### src/rtl/poly_eval_if.sv
// poly_eval_if: bus between a controller and the poly_eval Horner evaluator.
//   master: drives coef_we/coef_addr/coef_data (coefficient writes),
//           x_in (argument) and start; observes busy, done, result, zero, overflow.
//   slave : the evaluator side of the same signals.
interface poly_eval_if #(
    parameter int unsigned WIDTH = 16,
    parameter int unsigned XW    = 8,
    parameter int unsigned CAW   = 2
);
    logic             coef_we;
    logic [CAW-1:0]   coef_addr;
    logic [WIDTH-1:0] coef_data;
    logic [XW-1:0]    x_in;
    logic             start;
    logic             busy;
    logic             done;
    logic [WIDTH-1:0] result;
    logic             zero;
    logic             overflow;

    modport master (
        output coef_we, coef_addr, coef_data, x_in, start,
        input  busy, done, result, zero, overflow
    );

    modport slave (
        input  coef_we, coef_addr, coef_data, x_in, start,
        output busy, done, result, zero, overflow
    );
endinterface

### src/rtl/poly_eval.sv
// poly_eval: evaluates S = c[DEGREE]*X^DEGREE + ... + c[0] by Horner's method on
// one shared multiply/add datapath (registers X, S, H) under a small FSM.
// Ports:
//   clk  - clock, rising edge
//   rst  - asynchronous, active-high reset (clears coefficients too)
//   bus  - poly_eval_if.slave: coefficient write port, x_in/start request,
//          busy/done handshake, result (S register), zero (combinational),
//          sticky overflow for the current/last evaluation
// Optional build macro POLY_EVAL_SAT_EN: overflowing MUL/ADD saturate to all-ones
// instead of wrapping modulo 2^WIDTH.
module poly_eval #(
    parameter int unsigned WIDTH  = 16,
    parameter int unsigned XW     = 8,
    parameter int unsigned DEGREE = 2,
    parameter int unsigned CAW    = (DEGREE == 0) ? 1 : $clog2(DEGREE + 1)
) (
    input  logic       clk,
    input  logic       rst,
    poly_eval_if.slave bus
);
    localparam int unsigned   NCOEF    = DEGREE + 1;
    localparam int unsigned   PW       = 2 * WIDTH;
    localparam int            NDEG     = int'(DEGREE);
    localparam logic [CAW-1:0] IDX_INIT = CAW'((DEGREE == 0) ? 0 : DEGREE - 1);
    localparam logic [CAW:0]  ADDR_MAX = (CAW + 1)'(DEGREE);

    typedef enum logic [1:0] {
        IDLE = 2'd0,
        MUL  = 2'd1,
        ADD  = 2'd2,
        DONE = 2'd3
    } state_t;

    state_t           state_q, state_d;
    logic [WIDTH-1:0] s_q, s_d;
    logic [WIDTH-1:0] x_q, x_d;
    logic [WIDTH-1:0] h_q, h_d;
    logic [CAW-1:0]   idx_q, idx_d;
    logic             ov_q, ov_d;
    logic             busy_q, busy_d;
    logic             done_q, done_d;
    logic [WIDTH-1:0] coef_q [NCOEF];

    logic [XW-1:0]    x_in_w;
    logic [WIDTH-1:0] c_idx;
    logic [PW-1:0]    prod;
    logic [WIDTH:0]   sum;
    logic             mul_ov, add_ov;
    logic [WIDTH-1:0] mul_val, add_val;
    logic             coef_wr_ok;

    assign x_in_w = bus.x_in;

    // Coefficient selected by the Horner index (only c[0..DEGREE-1] are ever added).
    always_comb begin
        c_idx = '0;
        for (int i = 0; i < NDEG; i++) begin
            if (idx_q == CAW'(i)) c_idx = coef_q[i];
        end
    end

    // Shared datapath with overflow detection.
    assign prod   = PW'(s_q) * PW'(x_q);
    assign mul_ov = |prod[PW-1:WIDTH];
    assign sum    = (WIDTH + 1)'(h_q) + (WIDTH + 1)'(c_idx);
    assign add_ov = sum[WIDTH];

`ifdef POLY_EVAL_SAT_EN
    assign mul_val = mul_ov ? '1 : prod[WIDTH-1:0];
    assign add_val = add_ov ? '1 : sum[WIDTH-1:0];
`else
    assign mul_val = prod[WIDTH-1:0];
    assign add_val = sum[WIDTH-1:0];
`endif

    // Next-state and datapath control.
    always_comb begin
        state_d = state_q;
        s_d     = s_q;
        x_d     = x_q;
        h_d     = h_q;
        idx_d   = idx_q;
        ov_d    = ov_q;
        case (state_q)
            IDLE: begin
                if (bus.start) begin
                    x_d     = WIDTH'(x_in_w);
                    s_d     = coef_q[DEGREE];
                    idx_d   = IDX_INIT;
                    ov_d    = 1'b0;
                    state_d = (DEGREE == 0) ? DONE : MUL;
                end
            end
            MUL: begin
                h_d     = mul_val;
                ov_d    = ov_q | mul_ov;
                state_d = ADD;
            end
            ADD: begin
                s_d  = add_val;
                ov_d = ov_q | add_ov;
                if (idx_q == '0) begin
                    state_d = DONE;
                end else begin
                    idx_d   = idx_q - CAW'(1);
                    state_d = MUL;
                end
            end
            DONE:    state_d = IDLE;
            default: state_d = IDLE;
        endcase
        busy_d = (state_d != IDLE);
        done_d = (state_d == DONE);
    end

    always_ff @(posedge clk or posedge rst) begin
        if (rst) begin
            state_q <= IDLE;
            s_q     <= '0;
            x_q     <= '0;
            h_q     <= '0;
            idx_q   <= '0;
            ov_q    <= 1'b0;
            busy_q  <= 1'b0;
            done_q  <= 1'b0;
        end else begin
            state_q <= state_d;
            s_q     <= s_d;
            x_q     <= x_d;
            h_q     <= h_d;
            idx_q   <= idx_d;
            ov_q    <= ov_d;
            busy_q  <= busy_d;
            done_q  <= done_d;
        end
    end

    // Coefficient file: writable only while idle; out-of-range addresses dropped.
    assign coef_wr_ok = (state_q == IDLE) && bus.coef_we && ({1'b0, bus.coef_addr} <= ADDR_MAX);

    always_ff @(posedge clk or posedge rst) begin
        if (rst) begin
            for (int i = 0; i < int'(NCOEF); i++) coef_q[i] <= '0;
        end else if (coef_wr_ok) begin
            for (int i = 0; i < int'(NCOEF); i++) begin
                if (bus.coef_addr == CAW'(i)) coef_q[i] <= bus.coef_data;
            end
        end
    end

    assign bus.busy     = busy_q;
    assign bus.done     = done_q;
    assign bus.result   = s_q;
    assign bus.overflow = ov_q;
    assign bus.zero     = (s_q == '0);
endmodule

### src/flat_wrapper.sv
// flat-port wrapper written by rule: the top's interface ports become plain ports
module poly_eval_flat 
#(
    parameter int unsigned WIDTH  = 16,
    parameter int unsigned XW     = 8,
    parameter int unsigned DEGREE = 2,
    parameter int unsigned CAW    = (DEGREE == 0) ? 1 : $clog2(DEGREE + 1)
)
  (clk, rst, bus_coef_we, bus_coef_addr, bus_coef_data, bus_x_in, bus_start, bus_busy, bus_done, bus_result, bus_zero, bus_overflow);
  poly_eval_if #(.WIDTH(WIDTH), .XW(XW), .CAW(CAW)) bus_i ();
  input  logic clk;
  input  logic rst;
  input wire logic [$bits(bus_i.coef_we)-1:0] bus_coef_we;
  input wire logic [$bits(bus_i.coef_addr)-1:0] bus_coef_addr;
  input wire logic [$bits(bus_i.coef_data)-1:0] bus_coef_data;
  input wire logic [$bits(bus_i.x_in)-1:0] bus_x_in;
  input wire logic [$bits(bus_i.start)-1:0] bus_start;
  output wire logic [$bits(bus_i.busy)-1:0] bus_busy;
  output wire logic [$bits(bus_i.done)-1:0] bus_done;
  output wire logic [$bits(bus_i.result)-1:0] bus_result;
  output wire logic [$bits(bus_i.zero)-1:0] bus_zero;
  output wire logic [$bits(bus_i.overflow)-1:0] bus_overflow;
  assign bus_i.coef_we = bus_coef_we;
  assign bus_i.coef_addr = bus_coef_addr;
  assign bus_i.coef_data = bus_coef_data;
  assign bus_i.x_in = bus_x_in;
  assign bus_i.start = bus_start;
  assign bus_busy = bus_i.busy;
  assign bus_done = bus_i.done;
  assign bus_result = bus_i.result;
  assign bus_zero = bus_i.zero;
  assign bus_overflow = bus_i.overflow;
  poly_eval #(.WIDTH(WIDTH), .XW(XW), .DEGREE(DEGREE), .CAW(CAW)) u_core (.clk(clk), .rst(rst), .bus(bus_i));
endmodule
### config.mk
export PLATFORM = sky130hd
export DESIGN_NAME = poly_eval_flat
export DESIGN_NICKNAME = d
export VERILOG_FILES = /design/src/rtl/poly_eval_if.sv /design/src/rtl/poly_eval.sv /design/src/flat_wrapper.sv
export SDC_FILE = /design/constraint.sdc
export NUM_CORES = 1
export LEC_CHECK = 0
export ABC_CLOCK_PERIOD_IN_PS = 8200
export CORE_MARGIN = 2
export CORE_UTILIZATION = 35
export CTS_CLUSTER_SIZE = 10
export DETAILED_ROUTE_END_ITERATION = 8
export GPL_TIMING_DRIVEN = 0
export PLACE_DENSITY = 0.6
export SLEW_MARGIN = 20
export SYNTH_ARGS = -nofsm -noshare
export SYNTH_HDL_FRONTEND = slang
export SYNTH_SLANG_ARGS = --single-unit
export TNS_END_PERCENT = 5
### constraint.sdc
create_clock -name clk -period 8.2 [get_ports clk]
set_input_delay 1.64 -clock clk [delete_from_list [all_inputs] [get_ports clk]]
set_output_delay 1.64 -clock clk [all_outputs]
set_load 0.01 [all_outputs]
* Word-level counts from Yosys, hierarchy flattened
Index checks and enable logic that the tools add are counted.
** Word-level totals
- Register bits :: 95
- Bits in latches :: 0
- RAM bits :: 0
- Memory bits (read-only) :: 0
- Output and inout bits :: 20
- Memories kept :: 0
** Operators by class
- $add $sub $neg :: 2
- Multipliers :: 1
- Div/mod/pow operators :: 0
- Order comparisons :: 1
- Equal/unequal tests :: 9
- Shift-type cells :: 0
- Mux-type cells :: 12
- Bitwise gates (word level) :: 2
- Reduce and logical (&&, ||, !) cells :: 17
** Operators by type and width (count)
- $mux 16 :: 3
- $pmux 16 s2 :: 1
- $mul 16x8->24 :: 1
- $add 16x16->17 :: 1
- $logic_not 16->1 :: 1
- $reduce_or 16->1 :: 1
- $reduce_and 2->1 :: 6
- $eq 2x2->1 const B :: 4
- $mux 2 :: 4
- $pmux 2 s4 :: 1
- $eq 2x1->1 const B :: 3
- $logic_not 2->1 :: 3
- $ne 2x2->1 const B :: 2
- $pmux 2 s2 :: 1
- $reduce_bool 2->1 :: 2
- $pmux 1 s3 :: 1
- $reduce_and 3->1 :: 1
- $reduce_bool 3->1 :: 1
- $le 2x2->1 const B :: 1
- $logic_and 1x1->1 :: 2
- $or 1x1->1 :: 2
- $sub 2x1->2 const B :: 1
- $mux 1 :: 1

* Logic depth before layout (Yosys ltp)
- Depth in word-level cells :: 6
- Gate-level depth with buffers :: 19
- Mapped depth without buffers :: 18

* Worst setup path before layout
Ideal clock, no wire load.
- Kind :: reg2reg
- Start :: reg u_core.s_q[10] (netlist: u_core.bus.result[10])
- End :: reg u_core.ov_q (netlist: u_core.bus.overflow)
- Setup time :: 0.133 ns
- Data arrival time :: 4.571 ns
- Required time :: 8.067 ns
- Setup slack :: 3.496 ns
- Stages on the path, launching flop included :: 19
- Path buffers :: 1
- Period minus slack after synthesis :: 4.704 ns
- Cells stage by stage :: dfrtp_1 -> clkbuf_1 -> nand2_1 -> fa_1 -> inv_1 -> fa_1 -> fa_1 -> inv_1 -> fa_1 -> inv_1 -> ha_1 -> a21oi_2 -> o21ai_1 -> or4_4 -> o22a_4 -> a21oi_2 -> nor3b_1 -> nor4_1 -> a31oi_1
** On the way
- Cells in the longest elaborated chain, start to end :: 4
** RTL lines
- start, declared :: RTL line poly_eval.sv:35 : logic [WIDTH-1:0] s_q, s_d;
- start signal, assigned :: RTL line poly_eval.sv:119 : s_q <= '0;
- start signal, assigned :: RTL line poly_eval.sv:128 : s_q <= s_d;
- $mul 16x8->24 :: RTL line poly_eval.sv:63 : assign prod = PW'(s_q) * PW'(x_q);
- $reduce_or 16->1 :: RTL line poly_eval.sv:64 : assign mul_ov = |prod[PW-1:WIDTH];
- $or 1x1->1 :: RTL line poly_eval.sv:96 : ov_d = ov_q | mul_ov;
- $pmux 1 s3 :: RTL line poly_eval.sv:84 : case (state_q)
- end signal, assigned :: RTL line poly_eval.sv:132 : ov_q <= ov_d;
- end, declared :: RTL line poly_eval.sv:39 : logic ov_q, ov_d;
Every way passes these cells.
A chain may end at the register's enable or synchronous reset.

* Worst setup path after layout
- Start :: reg u_core.x_q[2]
- End :: reg u_core.ov_q (netlist: u_core.bus.overflow)
** On the way
- Cells in the longest elaborated chain, start to end :: 4
** RTL lines
- start, declared :: RTL line poly_eval.sv:36 : logic [WIDTH-1:0] x_q, x_d;
- start signal, assigned :: RTL line poly_eval.sv:120 : x_q <= '0;
- start signal, assigned :: RTL line poly_eval.sv:129 : x_q <= x_d;
- $mul 16x8->24 :: RTL line poly_eval.sv:63
- $reduce_or 16->1 :: RTL line poly_eval.sv:64
- $or 1x1->1 :: RTL line poly_eval.sv:96
- $pmux 1 s3 :: RTL line poly_eval.sv:84
Every way passes these cells.

==> results.py <==
metrics = {
    "outcome": {
        "status": "complete, no violations",
    },
    "timing": {
        "finalHoldViolCount": 0,
        "fin_crit_sh_pct": 64.9,
        "tightest_slew_ns": 1.00,
        "fmax_mhz": 188,
        "final-setup-viol-count": 0,
        "drv_slew": 0,
        "hold-worst-slack_ns": 0.508,
        "setup-tns-final_ns": 0,
        "skew_ns": 0.0117,
        "max-slew-margin-rel_pct": 32.6,
        "rsz0062_at_grt": "false",
        "layout_setup_ws_ns": 2.87,
        "post-route-min-period_ns": 5.33,
    },
    "setup_path": {
        "worstPathArrival_ns": 5.54,
        "slowest_stage": "fa_1",
        "path_buf_inv": 4,
        "slowest_delay_ns": 0.56,
        "crit_chain": "clkbuf_1, nand2_1, fa_1, inv_1, fa_1, fa_1, inv_1, fa_1, inv_1, ha_1, a21oi_2, o21ai_1, or4_4, o22a_4, a21oi_2, nor3b_1, nor4_1, a31oi_1",
        "path_max_fanout": 10,
        "endpoint_kind": "flip-flop",
        "path_class": "flip-flop to flip-flop",
        "crit_family": "adder cells",
        "cp-start-kind": "flip-flop",
        "required_ns": 8.42,
        "crit_top_cell": "fa_1",
    },
    "route": {
        "viasPerCell": 4.98,
        "wl_per_cell_um": 16.1,
        "ant_nets": 0,
        "drt_iter0_markers": 244,
        "routed_wl_um": 20200,
        "dr.pass1.iters": 5,
        "num_vias": 6229,
        "drc_errors": 0,
    },
    "finish": {
        "area_delta_synth_final_pct": 14.1,
        "fin_area_sq_um": 9930,
        "fillCellCount": 2415,
        "n_antenna_cell": 0,
        "nets": 1105,
        "drive_above_1_share_pct": 10.8,
    },
    "clocking": {
        "cts_root_buffer": "clkbuf_16",
        "clk_pin_slew_worst_paths_ns": 0.07,
        "cts_made_buffers": 9,
        "hold_buffers": 0,
        "h-tree-depth": 3,
        "cts_tree": "yes",
        "cts_resized": 0,
        "clk_latency_ns": 0.35,
        "clockBufferDepth": 2,
        "clock_sinks": 95,
        "cts_setup_buffers": 0,
    },
    "grt": {
        "antenna_found_initial": 0,
        "grt_max_degree": 50,
        "grt_usage_pct": 16.4,
        "grt_pass1_wl_um": 34100,
        "grt_pass1_vias": 6415,
        "grt_overflow": 0,
    },
    "logic_synthesis": {
        "synth.largest_area_cell": "dfrtp_1",
        "avgSynthCellArea_sq_um": 10.1,
        "synth_top_cell_area_share_pct": 27.3,
        "ys_ff_latch": 95,
        "yosysSeqAreaShare_pct": 27.3,
        "synth_area_sq_um": 8700,
        "synth_most_common_cell": "dfrtp_1",
        "ys.flop_type": "dfrtp_1",
        "synthTopCellsByArea": "dfrtp_1 27%, fa_1 20%, ha_1 9.6%",
        "synth-edff-count": 0,
        "syn_inst": 862,
        "synth_common_cells": "95 x dfrtp_1, 92 x inv_1, 90 x and2_1",
        "ys_types": 56,
        "syn-num-nets": 1044,
        "synth-async-reset-ratio_pct": 100,
        "ys_warn_count": 0,
    },
    "placement": {
        "hpwlAfterDp_um": 16300,
        "place_congestion": 0.836,
        "numPortBuffers": 49,
        "postPlaceCellArea_sq_um": 9630,
        "dp_worst_setup_slack_ns": 2.89,
    },
    "floorplan": {
        "dieHeight_um": 162,
        "rows": 57,
        "initial_core_util_pct": 35.7,
        "die_width_um": 162,
        "coreArea_sq_um": 24400,
        "ios": 50,
        "dieArea_sq_um": 26100,
    },
    "min_path": {
        "holdCritPathClass": "flip-flop to flip-flop",
    },
    "flow_run": {
        "maxCapViolCount": 0,
    },
}
-- placed cells by master (no fill, tap or decap), types with 6 or more instances in the layout --
cell             count
a22o_1              13
ha_1                67
nor4_1               6
a21o_1               9
dfrtp_1             95
nor3_1              14
mux2i_1              9
clkbuf_1            34
and2_1              90
o211ai_1             7
a21oi_1             32
a211oi_1             6
mux2_2              71
nand2_1             78
clkdlybuf4s50_1     49
clkbuf_16            9
inv_1               91
nor2_1              24
o21ai_0             29
xnor2_1             18
o21a_1              10
fa_1                85
-- cell families (layout without fill, tap and decap cells) --
family	count (synthesis)	count (layout)	synth area share, %
xor gates and xnor gates	23	23	2.31
and+or+nand+nor	243	243	14.5
muxes	80	80	10.2
AOI/OAI and AO/OA	139	139	10.8
DFF	95	95	27.3
adders and majority gates	152	152	29.2
buffers and inverters	130	196	5.63
-- worst register-to-register path, stage by stage, from the launching register on --
cell and delay (ns):
dfrtp_1 0.51, clkbuf_1 0.40, nand2_1 0.15, fa_1 0.56, inv_1 0.05, fa_1 0.51
fa_1 0.51, inv_1 0.05, fa_1 0.48, inv_1 0.04, ha_1 0.35, a21oi_2 0.19
o21ai_1 0.11, or4_4 0.43, o22a_4 0.25, a21oi_2 0.16, nor3b_1 0.06, nor4_1 0.24
a31oi_1 0.13
-- sequential cells by signal (all words and copies together) (netlist names) --
name,flops
u_core.coef_q,48
u_core.bus.overflow,1
u_core.idx_q,2
u_core.bus.result,16
u_core.bus.done,1
u_core.x_q,8
u_core.state_q,2
u_core.bus.busy,1
u_core.h_q,16
-- through the flow --
step,utilization (%),cells
2_1_floorplan,-,862
3_3_place_gp,39.4,1235
3_5_place_dp,39.5,1236
4_1_cts,40.7,1252
5_1_grt,40.7,1252
6_report,40.7,1252
-- per-layer routing --
metal / share of wire, % / up-vias / wire length (um) / GRT usage (%)
met5: 0 / - / 0 / 0
met4: 1.1 / 0 / 229 / 3.58
met3: 1.9 / 16 / 377 / 1.61
met2: 50 / 83 / 10100 / 28.8
met1: 47 / 3111 / 9490 / 22.0
li1: - / 3019 / - / -
-- path summary, 6_finish.rpt --
kind	cells past startpoint	end	start	slack [ns]
worst max-delay path	18	u_core.bus.overflow$_DFFE_PP0P_	u_core.x_q[2]$_DFFE_PP0P_	2.87
worst min-delay path	1	u_core.coef_q[14]$_DFFE_PP0P_	u_core.coef_q[14]$_DFFE_PP0P_	0.51
worst max register to register	18	u_core.bus.overflow$_DFFE_PP0P_	u_core.x_q[2]$_DFFE_PP0P_	2.87
worst min register to register	1	u_core.coef_q[14]$_DFFE_PP0P_	u_core.coef_q[14]$_DFFE_PP0P_	0.51
max in group asynchronous	3	u_core.coef_q[39]$_DFFE_PP0P_	rst	5.93
min in group asynchronous	2	u_core.coef_q[15]$_DFFE_PP0P_	rst	1.68
-- cell type report --
class	count	area, sq um	share of cell area [%]
clock buffers	9	225	2.27
well taps	324	405	4.08
plain buffers	38	145	1.46
clock inverters	7	73.8	0.743
repair buffers	50	518	5.22
inverters	92	350	3.53
multi-input cells	637	5840	58.8
flip-flops and latches	95	2380	23.9
Power is not shown: default switching activity piles up to over one toggle a cycle in this logic, so the estimate is an artifact.
